[config.mk]
export PLATFORM = sky130hd
export DESIGN_NAME = menu_text_ctrl
export DESIGN_NICKNAME = d
export VERILOG_FILES = /design/src/rtl/vga_pkg.sv /design/src/rtl/btn_edge.sv /design/src/rtl/menu_text_ctrl.sv
export SDC_FILE = /design/constraint.sdc
export NUM_CORES = 1
export LEC_CHECK = 0
export ABC_AREA = 1
export BUFFER_PORTS_ARGS = -buffer_cell sky130_fd_sc_hd__buf_2
export CAP_MARGIN = 25
export CORE_ASPECT_RATIO = 1.4
export CORE_MARGIN = 2
export CORE_UTILIZATION = 30
export CTS_CLUSTER_DIAMETER = 30
export CTS_CLUSTER_SIZE = 24
export DETAILED_ROUTE_END_ITERATION = 6
export MAX_ROUTING_LAYER = met4
export SYNTH_ARGS = -nofsm -noshare
export SYNTH_HDL_FRONTEND = slang
export SYNTH_SLANG_ARGS = --single-unit
[constraint.sdc]
create_clock -name clk -period 3.4 [get_ports clk]
set_input_delay 0.68 -clock clk [delete_from_list [all_inputs] [get_ports clk]]
set_output_delay 0.68 -clock clk [all_outputs]
set_load 0.05 [all_outputs]
[src/rtl/vga_pkg.sv]
// Shared types and text codes for the text overlay menu sequencer.
package vga_pkg;

  typedef enum logic [2:0] {
    MENU     = 3'd0,
    SETTINGS = 3'd1,
    GAME     = 3'd2,
    RESULT   = 3'd3,
    ERROR    = 3'd4
  } menu_state_t;

  localparam logic [2:0] TXT_ONE_PLAYER = 3'd0;
  localparam logic [2:0] TXT_TWO_PLAYER = 3'd1;
  localparam logic [2:0] TXT_SETTINGS   = 3'd2;
  localparam logic [2:0] TXT_CONN_ERR   = 3'd3;
  localparam logic [2:0] TXT_BACK       = 3'd4;
  localparam logic [2:0] TXT_WIN        = 3'd5;
  localparam logic [2:0] TXT_LOSE       = 3'd6;
  localparam logic [2:0] TXT_DRAW       = 3'd7;

  // Result code 3 is shown as a draw.
  function automatic logic [2:0] result_text(input logic [1:0] res);
    case (res)
      2'd0:    result_text = TXT_WIN;
      2'd1:    result_text = TXT_LOSE;
      default: result_text = TXT_DRAW;
    endcase
  endfunction

endpackage

[src/rtl/btn_edge.sv]
// Registered rising-edge detector for one debounced button level.
module btn_edge (
  input  logic clk_i,
  input  logic rst_i,
  input  logic btn_i,
  output logic rise_o
);

  logic btn_q;

  always_ff @(posedge clk_i) begin
    if (rst_i) btn_q <= 1'b0;
    else       btn_q <= btn_i;
  end

  assign rise_o = btn_i & ~btn_q;

endmodule

[src/rtl/menu_text_ctrl.sv]
// Menu/screen sequencer driving three overlay text lines; display outputs update at frame start.
// Optional MENU_TIMEOUT_EN: RESULT screen auto-returns to MENU after RESULT_FRAMES frames.
module menu_text_ctrl
  import vga_pkg::*;
#(
  parameter int unsigned RESULT_FRAMES = 180,
  parameter logic [11:0] HL_COLOR      = 12'hF00,
  parameter logic [11:0] FONT_COLOR    = 12'h000
) (
  input  logic        clk,
  input  logic        rst,
  input  logic        frame_start,
  input  logic        btn_up,
  input  logic        btn_down,
  input  logic        btn_enter,
  input  logic        game_over,
  input  logic [1:0]  game_result,
  input  logic        conn_ok,
  output logic [2:0]  line_text  [0:2],
  output logic [2:0]  line_en,
  output logic [11:0] line_color [0:2],
  output logic        game_start,
  output logic        two_player,
  output logic [2:0]  state_o
);

  logic up_rise, down_rise, enter_rise;

  btn_edge u_edge_up    (.clk_i(clk), .rst_i(rst), .btn_i(btn_up),    .rise_o(up_rise));
  btn_edge u_edge_down  (.clk_i(clk), .rst_i(rst), .btn_i(btn_down),  .rise_o(down_rise));
  btn_edge u_edge_enter (.clk_i(clk), .rst_i(rst), .btn_i(btn_enter), .rise_o(enter_rise));

  menu_state_t state_q, state_d;
  logic [1:0]  cursor_q, cursor_d;
  logic [1:0]  result_q, result_d;
  logic        two_player_q, two_player_d;
  logic        game_start_q, game_start_d;
  logic        timeout;

`ifdef MENU_TIMEOUT_EN
  localparam int unsigned CntW = $clog2(RESULT_FRAMES + 1);
  logic [CntW-1:0] frame_cnt_q, frame_cnt_d;

  // Held at zero outside RESULT, so it is clear on every RESULT entry.
  always_comb begin
    frame_cnt_d = '0;
    if (state_q == RESULT && frame_start) frame_cnt_d = frame_cnt_q + 1'b1;
    else if (state_q == RESULT)           frame_cnt_d = frame_cnt_q;
  end

  always_ff @(posedge clk) begin
    if (rst) frame_cnt_q <= '0;
    else     frame_cnt_q <= frame_cnt_d;
  end

  assign timeout = (state_q == RESULT) && frame_start &&
                   (frame_cnt_q == CntW'(RESULT_FRAMES - 1));
`else
  assign timeout = 1'b0;
`endif

  always_comb begin
    state_d      = state_q;
    cursor_d     = cursor_q;
    result_d     = result_q;
    two_player_d = two_player_q;
    case (state_q)
      MENU: begin
        if (enter_rise) begin
          case (cursor_q)
            2'd0: begin
              state_d      = GAME;
              two_player_d = 1'b0;
            end
            2'd1: begin
              if (conn_ok) begin
                state_d      = GAME;
                two_player_d = 1'b1;
              end else begin
                state_d = ERROR;
              end
            end
            default: state_d = SETTINGS;
          endcase
        end else if (up_rise && !down_rise) begin
          cursor_d = (cursor_q == 2'd0) ? 2'd2 : cursor_q - 2'd1;
        end else if (down_rise && !up_rise) begin
          cursor_d = (cursor_q == 2'd2) ? 2'd0 : cursor_q + 2'd1;
        end
      end
      SETTINGS, ERROR: begin
        if (enter_rise) state_d = MENU;
      end
      GAME: begin
        // Link loss wins over a simultaneous game over.
        if (two_player_q && !conn_ok) begin
          state_d = ERROR;
        end else if (game_over) begin
          state_d  = RESULT;
          result_d = game_result;
        end
      end
      RESULT: begin
        if (enter_rise || timeout) state_d = MENU;
      end
      default: state_d = MENU;
    endcase
    if (state_d == MENU && state_q != MENU) cursor_d = 2'd0;
    game_start_d = (state_d == GAME) && (state_q != GAME);
  end

  always_ff @(posedge clk) begin
    if (rst) begin
      state_q      <= MENU;
      cursor_q     <= 2'd0;
      result_q     <= 2'd0;
      two_player_q <= 1'b0;
      game_start_q <= 1'b0;
    end else begin
      state_q      <= state_d;
      cursor_q     <= cursor_d;
      result_q     <= result_d;
      two_player_q <= two_player_d;
      game_start_q <= game_start_d;
    end
  end

  assign state_o    = state_q;
  assign game_start = game_start_q;
  assign two_player = two_player_q;

  // Display image of the current state, captured into the shadows only at frame start.
  logic [2:0]  txt_d [0:2];
  logic [2:0]  en_d;
  logic [11:0] col_d [0:2];

  always_comb begin
    for (int i = 0; i < 3; i++) begin
      txt_d[i] = TXT_ONE_PLAYER;
      col_d[i] = FONT_COLOR;
    end
    en_d = 3'b000;
    case (state_q)
      MENU: begin
        txt_d[0] = TXT_ONE_PLAYER;
        txt_d[1] = TXT_TWO_PLAYER;
        txt_d[2] = TXT_SETTINGS;
        en_d     = 3'b111;
        for (int i = 0; i < 3; i++) begin
          if (cursor_q == 2'(i)) col_d[i] = HL_COLOR;
        end
      end
      SETTINGS: begin
        txt_d[0] = TXT_BACK;
        en_d     = 3'b001;
        col_d[0] = HL_COLOR;
      end
      RESULT: begin
        txt_d[0] = result_text(result_q);
        txt_d[1] = TXT_BACK;
        en_d     = 3'b011;
        col_d[1] = HL_COLOR;
      end
      ERROR: begin
        txt_d[0] = TXT_CONN_ERR;
        txt_d[1] = TXT_BACK;
        en_d     = 3'b011;
        col_d[1] = HL_COLOR;
      end
      default: en_d = 3'b000;
    endcase
  end

  logic [2:0]  txt_q [0:2];
  logic [2:0]  en_q;
  logic [11:0] col_q [0:2];

  always_ff @(posedge clk) begin
    if (rst) begin
      txt_q[0] <= TXT_ONE_PLAYER;
      txt_q[1] <= TXT_TWO_PLAYER;
      txt_q[2] <= TXT_SETTINGS;
      en_q     <= 3'b111;
      col_q[0] <= HL_COLOR;
      col_q[1] <= FONT_COLOR;
      col_q[2] <= FONT_COLOR;
    end else if (frame_start) begin
      for (int i = 0; i < 3; i++) begin
        txt_q[i] <= txt_d[i];
        col_q[i] <= col_d[i];
      end
      en_q <= en_d;
    end
  end

  assign line_text  = txt_q;
  assign line_color = col_q;
  assign line_en    = en_q;

endmodule

==> run summary <==
Buffers on Ports -> 35
Most frequent cells in the layout -> 35 x buf_2, 27 x conb_1, 26 x inv_1, 24 x nand2_1
Final hold vios -> 0
CTS H-tree depth -> 1
Clock Latency Late Sink -> 260 ps
Synth Area in Simple Gates -> 21.6%
Tot Pwr -> 1.14 mW
Tot GR Track Use -> 10.7%
RSZ-0062 raised after global routing -> false
CTS tree -> built
Worst hold-check path type -> reg -> reg
R2R Path Start -> cursor_q[1]$_SDFFE_PP0P_
Final Max Slew Viols -> 0
#FFs+latches synth -> 22
Distinct cell type count after synthesis -> 25
Pwr Density -> 766 mW/mm²
Core Util, Final -> 33.2%
Max-cap violations -> 0
GP Congestion -> 0.786
Remaining antenna violation count after routing -> 0
Nature of the critical path startpoint -> flop
Die X -> 61.1 µm
WP buf/inv -> 1
Worst hold start -> line_text[7]$_SDFFE_PP0P_
# IOs -> 63
Worst Path Arrival -> 1050 ps
Initial antenna violation count -> 0
Sum of negative setup slack -> 0 ps
Iter 0 DRT Violations -> 11
Final net count -> 231
CTS root buffer -> clkbuf_8
F_max -> 576 MHz
Critical Path Start -> state_o[1]$_SDFF_PP0_
First-pass GRT wire length -> 4130 µm
Final setup fails -> 0
Synth Area in Adders -> 6.39%
Period utilisation layout -> 51.0%
Largest net degree at the start of global routing -> 16
Grt ovf -> 0
Final wirelength -> 2520 µm
CP peak stage delay -> 470 ps
Worst setup EP type -> output pin
Largest family of logic cells by synthesized area -> buffers and inverters
Worst path cell trace -> buf_2
Die H -> 84.0 µm
Fin area -> 0.00148 mm²
Post-placement cell area -> 0.00143 mm²
DRT Pass-1 Iters -> 4
Setup Fix Bufs, Post-CTS -> 0
Register area share after synthesis -> 32.1%
Layout area overhead -> 8.22%
Slowest-stage cell, CP -> dfxtp_1
Max Clock Skew -> 0.954 ps
Vias in the first global route -> 943
Worst VDD drop -> 0.317 mV
Total number of vias -> 1113
# DRC -> 0
Wirelength per Cell -> 9.15 µm
Crit path max fanout -> 6
Total Die Area -> 0.00513 mm²
WP data required -> 2720 ps
Starting Density -> 30.7%
CP top delay family -> flip-flops
Leak -> 0.788 nW
Min cycle time layout -> 1730 ps
Synth warnings -> 0
Post-DP HPWL -> 2050 µm
Multiplexer share of the synthesized area -> 0%
Vias per std cell -> 4.05
Compound-Gate Fraction of Synth Area -> 11.1%
Post-Syn Area -> 0.00137 mm²
Site Rows -> 29
CTS Hold Bufs -> 0
Syn avg cell area -> 7.29 µm²
ANT cells -> 0
Outcome -> completed
Post-synthesis instance total -> 188
Layout cells sized above 1 -> 23.0%
Area of the core -> 0.00446 mm²
Post-CTS sizing -> 0
CTS max path bufs -> 2
Most common cell after layout, fill and taps aside -> buf_2
Clock slew at reported path FFs -> 80 ps
Synth Area in XOR/XNOR -> 0%
Worst Setup Path Type -> reg -> out
Clk sinks -> 22
CTS buffer count -> 3
==> power by group <==
| part | internal (mW) | total, mW | switching (mW) |
|---|---|---|---|
| registers | 0.306 | 0.346 | 0.0393 |
| clock network | 0.103 | 0.190 | 0.0871 |
| logic | 0.138 | 0.600 | 0.462 |
==> cell usage after synthesis (all sizes together) <==
library cell / n / area [µm²]
and2: 1 / 6.26
nand2: 27 / 109
nand3: 7 / 35.0
or2: 4 / 25.0
nor2: 24 / 100
dfxtp: 22 / 440
o2111ai: 1 / 8.76
o21ai: 6 / 30.0
clkbuf: 2 / 7.51
buf: 38 / 285
inv: 26 / 97.6
nor3: 2 / 15.0
a31oi: 1 / 6.26
o22ai: 1 / 12.5
o31ai: 2 / 15.0
ha: 7 / 87.6
a21oi: 14 / 70.1
conb: 1 / 3.75
nand4: 1 / 6.26
o221ai: 1 / 8.76
==> per-stage QoR <==
stage          hold slack, ps  worst slack (ps)  std cells
3_5_place_dp              459              1400        271
4_1_cts                   472              1650        275
5_1_grt                   497              1500        275
6_report                  469              1670        275
3_3_place_gp              449              1440        271
2_1_floorplan             447              1560        214
==> kinds of logic (layout without fill, tap and decap cells) <==
logic type	after synthesis	in the layout
AOI/OAI and AO/OA	26	26
adders and majority gates	7	7
buffers and inverters	66	65
DFF	22	22
other	1	27
and+or+nand+nor	66	66
==> registers in the layout, indices dropped and copies added (netlist names) <==
register / cells
u_edge_up.btn_q: 1
line_color: 3
state_o: 3
u_edge_down.btn_q: 1
line_text: 5
u_edge_enter.btn_q: 1
cursor_q: 2
game_start: 1
line_en: 2
two_player: 1
result_q: 2
==> metal layers <==
layer	GRT usage, %	vias to the layer above	routed length [µm]
met5	-	-	0
met4	4.15	0	40
met3	1.71	5	209
met2	16.9	50	1190
met1	13.4	484	1080
li1	-	574	-
==> layout make-up <==
class | instances | area (µm²)
Multi-Input combinational cell | 126 | 637
Sequential cell | 22 | 440
Fill cell | 490 | 2980
Clock buffer | 4 | 55.1
Timing Repair Buffer | 35 | 175
Tap cell | 62 | 77.6
Inverter | 26 | 97.6
==> worst paths after layout <==
kind              slack (ps)  cells past startpoint                        end
setup reg to reg        1790                     10   cursor_q[1]$_SDFFE_PP0P_
setup / recovery        1670                      1                 state_o[1]
hold / removal           470                      2  line_text[7]$_SDFFE_PP0P_
hold reg to reg          470                      2  line_text[7]$_SDFFE_PP0P_
No activity file was read; power rests on OpenSTA's default activity.
